[src/rtl/core_writeback_if.sv]
// Retire-side bundle of core_writeback: EX handoff, load read-data return,
// both forward ports and the regfile write port.
interface core_writeback_if;
  localparam int unsigned XLEN  = 32;
  localparam int unsigned REG_W = 5;

  logic             i_ex_valid;
  logic             o_ex_ready;
  logic             i_ex_wreg;
  logic [REG_W-1:0] i_ex_rd;
  logic [XLEN-1:0]  i_ex_result;
  logic             i_ex_load;
  logic [2:0]       i_ex_funct3;
  logic [1:0]       i_ex_addr_lo;

  logic             i_bus_rvalid;
  logic [XLEN-1:0]  i_bus_rdata;

  logic             o_fwd1_en;
  logic [REG_W-1:0] o_fwd1_addr;
  logic [XLEN-1:0]  o_fwd1_data;
  logic             o_fwd2_en;
  logic [REG_W-1:0] o_fwd2_addr;
  logic [XLEN-1:0]  o_fwd2_data;

  logic             o_we;
  logic [REG_W-1:0] o_waddr;
  logic [XLEN-1:0]  o_wdata;
  logic             o_load_err;

  modport slave (
    input  i_ex_valid, i_ex_wreg, i_ex_rd, i_ex_result, i_ex_load,
           i_ex_funct3, i_ex_addr_lo, i_bus_rvalid, i_bus_rdata,
    output o_ex_ready, o_fwd1_en, o_fwd1_addr, o_fwd1_data,
           o_fwd2_en, o_fwd2_addr, o_fwd2_data,
           o_we, o_waddr, o_wdata, o_load_err
  );

  modport master (
    output i_ex_valid, i_ex_wreg, i_ex_rd, i_ex_result, i_ex_load,
           i_ex_funct3, i_ex_addr_lo, i_bus_rvalid, i_bus_rdata,
    input  o_ex_ready, o_fwd1_en, o_fwd1_addr, o_fwd1_data,
           o_fwd2_en, o_fwd2_addr, o_fwd2_data,
           o_we, o_waddr, o_wdata, o_load_err
  );
endinterface

[src/rtl/core_writeback.sv]
// Integer regfile producer: M-stage holding register with load wait/timeout,
// load data alignment, two forward ports and a registered W-stage write.
module core_writeback #(
  parameter int unsigned LOAD_TIMEOUT = 0
) (
  input logic             clk,
  input logic             rstn,
  core_writeback_if.slave wb
);

  localparam int unsigned XLEN  = 32;
  localparam int unsigned REG_W = 5;
  localparam int unsigned CNT_W = (LOAD_TIMEOUT > 2) ? $clog2(LOAD_TIMEOUT) : 1;
  localparam logic [CNT_W-1:0] CNT_LAST = CNT_W'(LOAD_TIMEOUT - 1);
  localparam bit TIMEOUT_EN = (LOAD_TIMEOUT != 0);

  typedef enum logic [1:0] {
    S_EMPTY  = 2'd0,
    S_ALU    = 2'd1,
    S_LDWAIT = 2'd2
  } state_e;

  state_e state_q, state_d;

  logic             m_wreg_q;
  logic [REG_W-1:0] m_rd_q;
  logic [XLEN-1:0]  m_result_q;
  logic [2:0]       m_funct3_q;
  logic [1:0]       m_addr_lo_q;

  logic [CNT_W-1:0] cnt_q, cnt_d;

  logic             w_we_q, w_we_d;
  logic [REG_W-1:0] w_addr_q, w_addr_d;
  logic [XLEN-1:0]  w_data_q, w_data_d;
  logic             w_err_q, w_err_d;

  logic             ex_ready_c;
  logic             accept_c;
  logic             timeout_c;
  logic             leave_c;
  logic             m_writes_c;
  logic [XLEN-1:0]  load_data_c;
  logic [7:0]       byte_c;
  logic [15:0]      half_c;

  assign m_writes_c = m_wreg_q && (m_rd_q != '0);
  assign timeout_c  = TIMEOUT_EN && (state_q == S_LDWAIT) && !wb.i_bus_rvalid
                      && (cnt_q == CNT_LAST);
  assign leave_c    = wb.i_bus_rvalid || timeout_c;
  assign accept_c   = wb.i_ex_valid && ex_ready_c;

  // Load alignment; addr_lo[0] is don't-care for halfwords.
  always_comb begin
    byte_c = wb.i_bus_rdata[{m_addr_lo_q, 3'b000} +: 8];
    half_c = m_addr_lo_q[1] ? wb.i_bus_rdata[31:16] : wb.i_bus_rdata[15:0];
    case (m_funct3_q)
      3'b000:  load_data_c = {{24{byte_c[7]}}, byte_c};
      3'b100:  load_data_c = {24'd0, byte_c};
      3'b001:  load_data_c = {{16{half_c[15]}}, half_c};
      3'b101:  load_data_c = {16'd0, half_c};
      default: load_data_c = wb.i_bus_rdata;
    endcase
  end

  always_ff @(posedge clk or negedge rstn) begin
    if (!rstn) state_q <= S_EMPTY;
    else       state_q <= state_d;
  end

  always_comb begin
    state_d = S_EMPTY;
    if ((state_q == S_LDWAIT) && !leave_c) begin
      state_d = S_LDWAIT;
    end else if (accept_c) begin
      state_d = wb.i_ex_load ? S_LDWAIT : S_ALU;
    end
  end

  // Stall, forwarding and W-stage next values derived from the M state.
  always_comb begin
    ex_ready_c      = 1'b1;
    wb.o_fwd1_en    = 1'b0;
    wb.o_fwd1_addr  = '0;
    wb.o_fwd1_data  = '0;
    wb.o_fwd2_en    = 1'b0;
    wb.o_fwd2_addr  = '0;
    wb.o_fwd2_data  = '0;
    w_we_d          = 1'b0;
    w_err_d         = 1'b0;
    w_addr_d        = w_addr_q;
    w_data_d        = w_data_q;
    cnt_d           = '0;
    case (state_q)
      S_ALU: begin
        if (m_writes_c) begin
          wb.o_fwd1_en   = 1'b1;
          wb.o_fwd1_addr = m_rd_q;
          wb.o_fwd1_data = m_result_q;
        end
        w_we_d   = m_writes_c;
        w_addr_d = m_rd_q;
        w_data_d = m_result_q;
      end
      S_LDWAIT: begin
        ex_ready_c = leave_c;
        if (wb.i_bus_rvalid) begin
          if (m_writes_c) begin
            wb.o_fwd2_en   = 1'b1;
            wb.o_fwd2_addr = m_rd_q;
            wb.o_fwd2_data = load_data_c;
          end
          w_we_d   = m_writes_c;
          w_addr_d = m_rd_q;
          w_data_d = load_data_c;
        end else if (timeout_c) begin
          w_we_d   = m_writes_c;
          w_err_d  = 1'b1;
          w_addr_d = m_rd_q;
          w_data_d = '0;
        end else begin
          cnt_d = cnt_q + CNT_W'(1);
        end
      end
      default: ;
    endcase
  end

  assign wb.o_ex_ready = ex_ready_c;

  always_ff @(posedge clk or negedge rstn) begin
    if (!rstn) begin
      m_wreg_q    <= 1'b0;
      m_rd_q      <= '0;
      m_result_q  <= '0;
      m_funct3_q  <= '0;
      m_addr_lo_q <= '0;
    end else if (accept_c) begin
      m_wreg_q    <= wb.i_ex_wreg;
      m_rd_q      <= wb.i_ex_rd;
      m_result_q  <= wb.i_ex_result;
      m_funct3_q  <= wb.i_ex_funct3;
      m_addr_lo_q <= wb.i_ex_addr_lo;
    end
  end

  always_ff @(posedge clk or negedge rstn) begin
    if (!rstn) begin
      cnt_q    <= '0;
      w_we_q   <= 1'b0;
      w_addr_q <= '0;
      w_data_q <= '0;
      w_err_q  <= 1'b0;
    end else begin
      cnt_q    <= cnt_d;
      w_we_q   <= w_we_d;
      w_addr_q <= w_addr_d;
      w_data_q <= w_data_d;
      w_err_q  <= w_err_d;
    end
  end

  assign wb.o_we       = w_we_q;
  assign wb.o_waddr    = w_addr_q;
  assign wb.o_wdata    = w_data_q;
  assign wb.o_load_err = w_err_q;

endmodule

[src/flat_wrapper.sv]
// flat-port wrapper written by rule: the top's interface ports become plain ports
module core_writeback_flat 
#(
  parameter int unsigned LOAD_TIMEOUT = 0
)
  (clk, rstn, wb_i_ex_valid, wb_i_ex_wreg, wb_i_ex_rd, wb_i_ex_result, wb_i_ex_load, wb_i_ex_funct3, wb_i_ex_addr_lo, wb_i_bus_rvalid, wb_i_bus_rdata, wb_o_ex_ready, wb_o_fwd1_en, wb_o_fwd1_addr, wb_o_fwd1_data, wb_o_fwd2_en, wb_o_fwd2_addr, wb_o_fwd2_data, wb_o_we, wb_o_waddr, wb_o_wdata, wb_o_load_err);
  core_writeback_if wb_i ();
  input logic clk;
  input logic rstn;
  input wire logic [$bits(wb_i.i_ex_valid)-1:0] wb_i_ex_valid;
  input wire logic [$bits(wb_i.i_ex_wreg)-1:0] wb_i_ex_wreg;
  input wire logic [$bits(wb_i.i_ex_rd)-1:0] wb_i_ex_rd;
  input wire logic [$bits(wb_i.i_ex_result)-1:0] wb_i_ex_result;
  input wire logic [$bits(wb_i.i_ex_load)-1:0] wb_i_ex_load;
  input wire logic [$bits(wb_i.i_ex_funct3)-1:0] wb_i_ex_funct3;
  input wire logic [$bits(wb_i.i_ex_addr_lo)-1:0] wb_i_ex_addr_lo;
  input wire logic [$bits(wb_i.i_bus_rvalid)-1:0] wb_i_bus_rvalid;
  input wire logic [$bits(wb_i.i_bus_rdata)-1:0] wb_i_bus_rdata;
  output wire logic [$bits(wb_i.o_ex_ready)-1:0] wb_o_ex_ready;
  output wire logic [$bits(wb_i.o_fwd1_en)-1:0] wb_o_fwd1_en;
  output wire logic [$bits(wb_i.o_fwd1_addr)-1:0] wb_o_fwd1_addr;
  output wire logic [$bits(wb_i.o_fwd1_data)-1:0] wb_o_fwd1_data;
  output wire logic [$bits(wb_i.o_fwd2_en)-1:0] wb_o_fwd2_en;
  output wire logic [$bits(wb_i.o_fwd2_addr)-1:0] wb_o_fwd2_addr;
  output wire logic [$bits(wb_i.o_fwd2_data)-1:0] wb_o_fwd2_data;
  output wire logic [$bits(wb_i.o_we)-1:0] wb_o_we;
  output wire logic [$bits(wb_i.o_waddr)-1:0] wb_o_waddr;
  output wire logic [$bits(wb_i.o_wdata)-1:0] wb_o_wdata;
  output wire logic [$bits(wb_i.o_load_err)-1:0] wb_o_load_err;
  assign wb_i.i_ex_valid = wb_i_ex_valid;
  assign wb_i.i_ex_wreg = wb_i_ex_wreg;
  assign wb_i.i_ex_rd = wb_i_ex_rd;
  assign wb_i.i_ex_result = wb_i_ex_result;
  assign wb_i.i_ex_load = wb_i_ex_load;
  assign wb_i.i_ex_funct3 = wb_i_ex_funct3;
  assign wb_i.i_ex_addr_lo = wb_i_ex_addr_lo;
  assign wb_i.i_bus_rvalid = wb_i_bus_rvalid;
  assign wb_i.i_bus_rdata = wb_i_bus_rdata;
  assign wb_o_ex_ready = wb_i.o_ex_ready;
  assign wb_o_fwd1_en = wb_i.o_fwd1_en;
  assign wb_o_fwd1_addr = wb_i.o_fwd1_addr;
  assign wb_o_fwd1_data = wb_i.o_fwd1_data;
  assign wb_o_fwd2_en = wb_i.o_fwd2_en;
  assign wb_o_fwd2_addr = wb_i.o_fwd2_addr;
  assign wb_o_fwd2_data = wb_i.o_fwd2_data;
  assign wb_o_we = wb_i.o_we;
  assign wb_o_waddr = wb_i.o_waddr;
  assign wb_o_wdata = wb_i.o_wdata;
  assign wb_o_load_err = wb_i.o_load_err;
  core_writeback #(.LOAD_TIMEOUT(LOAD_TIMEOUT)) u_core (.clk(clk), .rstn(rstn), .wb(wb_i));
endmodule
[config.mk]
export PLATFORM = sky130hd
export DESIGN_NAME = core_writeback_flat
export DESIGN_NICKNAME = d
export VERILOG_FILES = /design/src/rtl/core_writeback_if.sv /design/src/rtl/core_writeback.sv /design/src/flat_wrapper.sv
export SDC_FILE = /design/constraint.sdc
export NUM_CORES = 1
export LEC_CHECK = 0
export CORE_AREA = 2 2 115 117
export CTS_CLUSTER_DIAMETER = 150
export CTS_CLUSTER_SIZE = 8
export DETAILED_ROUTE_END_ITERATION = 8
export DIE_AREA = 0 0 117 119
export DONT_BUFFER_PORTS = 1
export PLACE_DENSITY = 0.59
export SLEW_MARGIN = 40
export SYNTH_ARGS = -nofsm -noshare
export SYNTH_HDL_FRONTEND = slang
export SYNTH_SLANG_ARGS = --single-unit
[constraint.sdc]
create_clock -name clk -period 3 [get_ports clk]
set_input_delay 0.75 -clock clk [delete_from_list [all_inputs] [get_ports clk]]
set_output_delay 0.75 -clock clk [all_outputs]
set_load 0.02 [all_outputs]
## Word level (Yosys, flattened, before mapping)

Index checks and enable logic that the tools add are counted.

- Flip-flop bits (word level): 83
- Output and inout port bits: 116
- Logic and storage cells: 49

- Eq/ne operators: 6
- Shifts and indexed selects: 1
- Muxes and demuxes: 25
- Reductions and logical operators: 8

Operator list:

| cell | count |
|---|---|
| $mux 32 | 6 |
| $pmux 32 s4 | 1 |
| $pmux 32 s2 | 1 |
| $shiftx 32x6->8 | 1 |
| $mux 5 | 5 |
| $mux 16 | 1 |
| $pmux 5 s2 | 1 |
| $eq 3x3->1 const B | 2 |
| $mux 1 | 6 |
| $mux 2 | 3 |
| $reduce_bool 5->1 | 1 |
| $eq 3x1->1 const B | 1 |
| $logic_and 1x1->1 | 3 |
| $logic_not 3->1 | 1 |
| $eq 2x1->1 const B | 1 |
| $eq 2x2->1 const B | 1 |
| $ne 2x2->1 const B | 1 |
| $pmux 1 s2 | 1 |
| $reduce_and 2->1 | 1 |
| $reduce_bool 2->1 | 1 |
| $logic_not 1->1 | 1 |

## Longest topological paths before layout

- Depth after elaboration: 5
- Mapped depth: 9

## Worst setup path after synthesis

OpenSTA, ideal clock, no wires.

- Path kind: in2out
- Start point: input wb_i_bus_rvalid
- End point: output wb_o_fwd2_data[2]
- Arrival time: 2507 ps
- Data required time: 2250 ps
- Path slack: -257 ps
- Stages on the path: 5
- Cell sequence: clkbuf_1 -> and2_1 -> nand2b_1 -> buf_2 -> a2111oi_0

- Longest elaborated chain between the ends: 2

Ends and longest elaborated chain:

| what | RTL line | text |
|---|---|---|
| start: declaration | flat_wrapper.sv:17 | `input wire logic [$bits(wb_i.i_bus_rvalid)-1:0] wb_i_bus_rvalid;` |
| $mux 32 | core_writeback.sv:107 | `if (wb.i_bus_rvalid) begin` |
| $mux 32 | core_writeback.sv:94 | `case (state_q)` |
| end: declaration | flat_wrapper.sv:25 | `output wire logic [$bits(wb_i.o_fwd2_data)-1:0] wb_o_fwd2_data;` |

No other way between the ends.

## Worst setup path after layout

- Start point: register u_core.m_addr_lo_q[1]
- End point: output wb_o_fwd2_data[13]

- Longest elaborated chain between the ends: 5

Ends and longest elaborated chain:

| what | RTL line | text |
|---|---|---|
| start: declaration | core_writeback.sv:29 | `logic [1:0] m_addr_lo_q;` |
| start signal: assignment | core_writeback.sv:143 | `m_addr_lo_q <= wb.i_ex_addr_lo;` |
| $shiftx 32x6->8 or $mux 16 (tied branches) | core_writeback.sv:55, core_writeback.sv:56 |  |
| $pmux 32 s4 * | core_writeback.sv:57 | `case (m_funct3_q)` |
| $mux 32 * | core_writeback.sv:108 | `if (m_writes_c) begin` |
| $mux 32 * | core_writeback.sv:107 |  |
| $mux 32 * | core_writeback.sv:94 |  |

Every way passes the cells marked *; elsewhere a longest branch is shown, timed or not.

==> flow_summary.toml <==
[run_status]
status = "completed"

[placement]
post_dp_cell_area_um2 = 5250
place.gp.congestion = 0.862
io_buffer_count = 0
hpwlAfterDp_mm = 11.7

[finish]
syn_to_final_growth_pct = 19.2
fillers = 1235
drive_gt1_share_pct = 30.4
fin_util_pct = 43.9
finalNetCount = 583
stdcell_area_um2 = 5650

[yosys]
synthDistinctLibCells = 42
yosys-top-cells-area = "dfrtp_1 (44%), mux2_2 (16%), and2_1 (4.6%), nand2_1 (3.6%), a21oi_1 (3.0%)"
async_flop_share_pct = 100
yosysMostFrequentCell = "dfrtp_1"
yosysWarnings = 0
syn-instance-count = 476
ys.flop_type = "dfrtp_1"
syn_area_per_cell_um2 = 9.96
yosysSeqAreaShare_pct = 43.8
syn_area_um2 = 4740
synth_edf_count = 0
yosys_register_bits = 83
synth_fp_nets = 558
ys_top_cells_by_count = "dfrtp_1 (83), mux2_2 (66), nand2_1 (45)"
yosysTopAreaCellShare_pct = 43.8
post-synth-top-area-cell = "dfrtp_1"

[sta]
setup_viol = 0
rsz0062_at_grt = "yes"
final_max_slew_viol_count = 0
relSlewSlack_pct = 55.3
timing.fmax_mhz = 336
worst_pin_slew_ns = 0.669
finalCritPeriodShare_pct = 99.2
finClkSkew_ns = 0.00646
period_minus_slack_ns = 2.98
hold_slack_ns = 0.0948
hold_violations = 0

[min_path]
hp-class = "in -> async"

[floorplan]
start_util_pct = 36.8
dieArea_um2 = 13900
design.portCount = 196
die_h_um = 119
rows = 42
die_w_um = 117
coreArea_um2 = 12900

[critical_path]
end_kind = "output port"
worst_ep_arrival_time_ns = 2.23
cp_max_fo = 8
startpoint_type = "register"
required_ns = 2.25
critPathKind = "reg -> out"

[drt]
drt_iter0_markers = 417
drt-vias-per-instance = 5.98
vias = 4091
dr.pass1.iters = 7
detail-route-antenna-nets = 0
drc_errors = 0
drt_wl_total_mm = 15.9
wl_per_cell_um = 23.2

[flow_run]
maxCapViolCount = 0

[clock_tree]
cts_inserted_buffers = 9
root_buffer = "clkbuf_16"
cts_tree = "built"
cts_buffer_depth = 2
post-cts-setup-buffer-count = 0
cts_sinks = 83
path_clk_slew_ns = 0.07
insertion_delay_ns = 0.35
ctsHtreeMaxLevel = 3

[global_route]
grt_pass1_vias = 3827
track_usage_pct = 22.6
grt_pass1_wl_mm = 23.4
grt_max_degree = 84
grt-ovfl-total = 0
grt_antenna_before_repair = 2

[pwr]
power.share.switching_pct = 36.3
p_switching_mw = 1.46
p_int_mw = 2.55
max-vdd-ir-drop_mv = 0.227
seq_power_share_pct = 46.0
pwr_density_cell_nw_per_um2 = 710
clkPwrFrac_pct = 31.3
p_leak_nw = 2.39
power_frac_comb_pct = 22.8
[flip-flops by register name, summed over array words and instances, names as in the netlist]
| signal | count |
|---|---|
| u_core.m_wreg_q | 1 |
| u_core.m_rd_q | 5 |
| u_core.m_addr_lo_q | 2 |
| u_core.state_q | 2 |
| u_core.wb.o_we | 1 |
| u_core.wb.o_waddr | 5 |
| u_core.m_result_q | 32 |
| u_core.m_funct3_q | 3 |
| u_core.wb.o_wdata | 32 |
[area by class of cell]
class / instances / area, µm² / share of cell area [%]
clock inverters: 7 / 109 / 1.93
repair buffers: 54 / 455 / 8.06
flip-flops and latches: 83 / 2080 / 36.8
multi-input cells: 339 / 2500 / 44.3
inverters: 14 / 52.6 / 0.930
clock buffers: 9 / 225 / 3.99
diodes: 2 / 5.00 / 0.0886
well taps: 176 / 220 / 3.90
[critical path, cell delays in order (launching register included)]
cell and delay, ns:
dfrtp_1 0.41, mux4_2 0.58, and2_2 0.28, a221oi_1 0.36, nor2_1 0.07, buf_4 0.17
[cells in the final DEF (no fill, tap or decap), types with 3 or more instances in the layout]
cell type  synthesis  routed
a22o_1             7       7
nor2_1            14      12
buf_12             0       4
and3b_1            3       3
buf_4              2      50
o22a_1             6       6
clkbuf_16          0       9
a221oi_2           0       4
a21oi_1           28      28
o211ai_1           3       3
nand2_1           45      44
a2111oi_2          0       4
a221oi_1           8       4
o22ai_1           16      16
and2_1            35      34
and3_1            10      10
nor3_1             5       5
mux2_2            66      66
o21ai_0           18      18
o21a_1             5       5
a31oi_1           17      17
inv_1             13      13
dfrtp_1           83      82
a211oi_1          14      14
a2111oi_0          8       4
mux2i_1            5       5
nor2b_1            8       8
[power groups by stage]
stage	Combinational (mW)	Clock, mW	Sequential [mW]
5_1_grt	0.996	1.33	1.88
4_1_cts	0.895	1.28	1.84
2_1_floorplan	0.711	0	1.75
3_5_place_dp	0.889	0	1.86
3_3_place_gp	0.860	0	1.85
6_report	0.912	1.25	1.84
[per-layer routing]
metal | GRT usage [%] | up-vias | part of all wire (%)
met1 | 27.8 | 2092 | 39
met4 | 7.65 | 2 | 2.2
met2 | 36.2 | 168 | 50
met5 | 0 | - | 0.082
met3 | 8.65 | 25 | 8.7
li1 | - | 1804 | -
[worst paths after layout]
kind,startpoint,endpoint,slack (ns),cells past startpoint
max,u_core.m_addr_lo_q[1],wb_o_fwd2_data[13],0.02,5
min,rstn,u_core.m_result_q[22],0.09,0
max reg2reg,u_core.state_q[0],u_core.m_result_q[29],0.53,9
min reg2reg,u_core.m_result_q[17],u_core.m_result_q[17],0.53,1
max in group asynchronous,rstn,u_core.m_result_q[7],2.76,0
min in group clk,wb_i_ex_load,u_core.state_q[0],0.46,1
[repair_timing]
action | 4_1_cts | 5_1_grt
hold buffers | 0 | 0
gates resized for setup | 2 | 12
gates cloned | 0 | 0
endpoints found under the setup margin | 23 | 14
pin swaps | 0 | 0
[kinds of logic after synthesis]
family / share of synthesized area [%]
multiplexers: 17.4
AND/OR/NAND/NOR: 13.8
adder cells (fa/ha/maj): 0.528
buffers and inverters: 4.88
flip-flops: 43.8
AO/OA/AOI/OAI: 19.5
other: 0.0791
[stage by stage]
stage / std cells / TNS [ns] / power [mW] / setup slack [ns]
final: 684 / 0 / 4.01 / 0.0240
after global routing: 682 / -0.0824 / 4.20 / -0.0263
after CTS: 682 / 0 / 4.02 / 0.0261
after detailed placement: 666 / 0 / 2.75 / 0.140
after global placement: 666 / 0 / 2.71 / 0.185
after floorplan: 476 / -0.698 / 2.46 / -0.257
(Power assumes the default switching activity.)
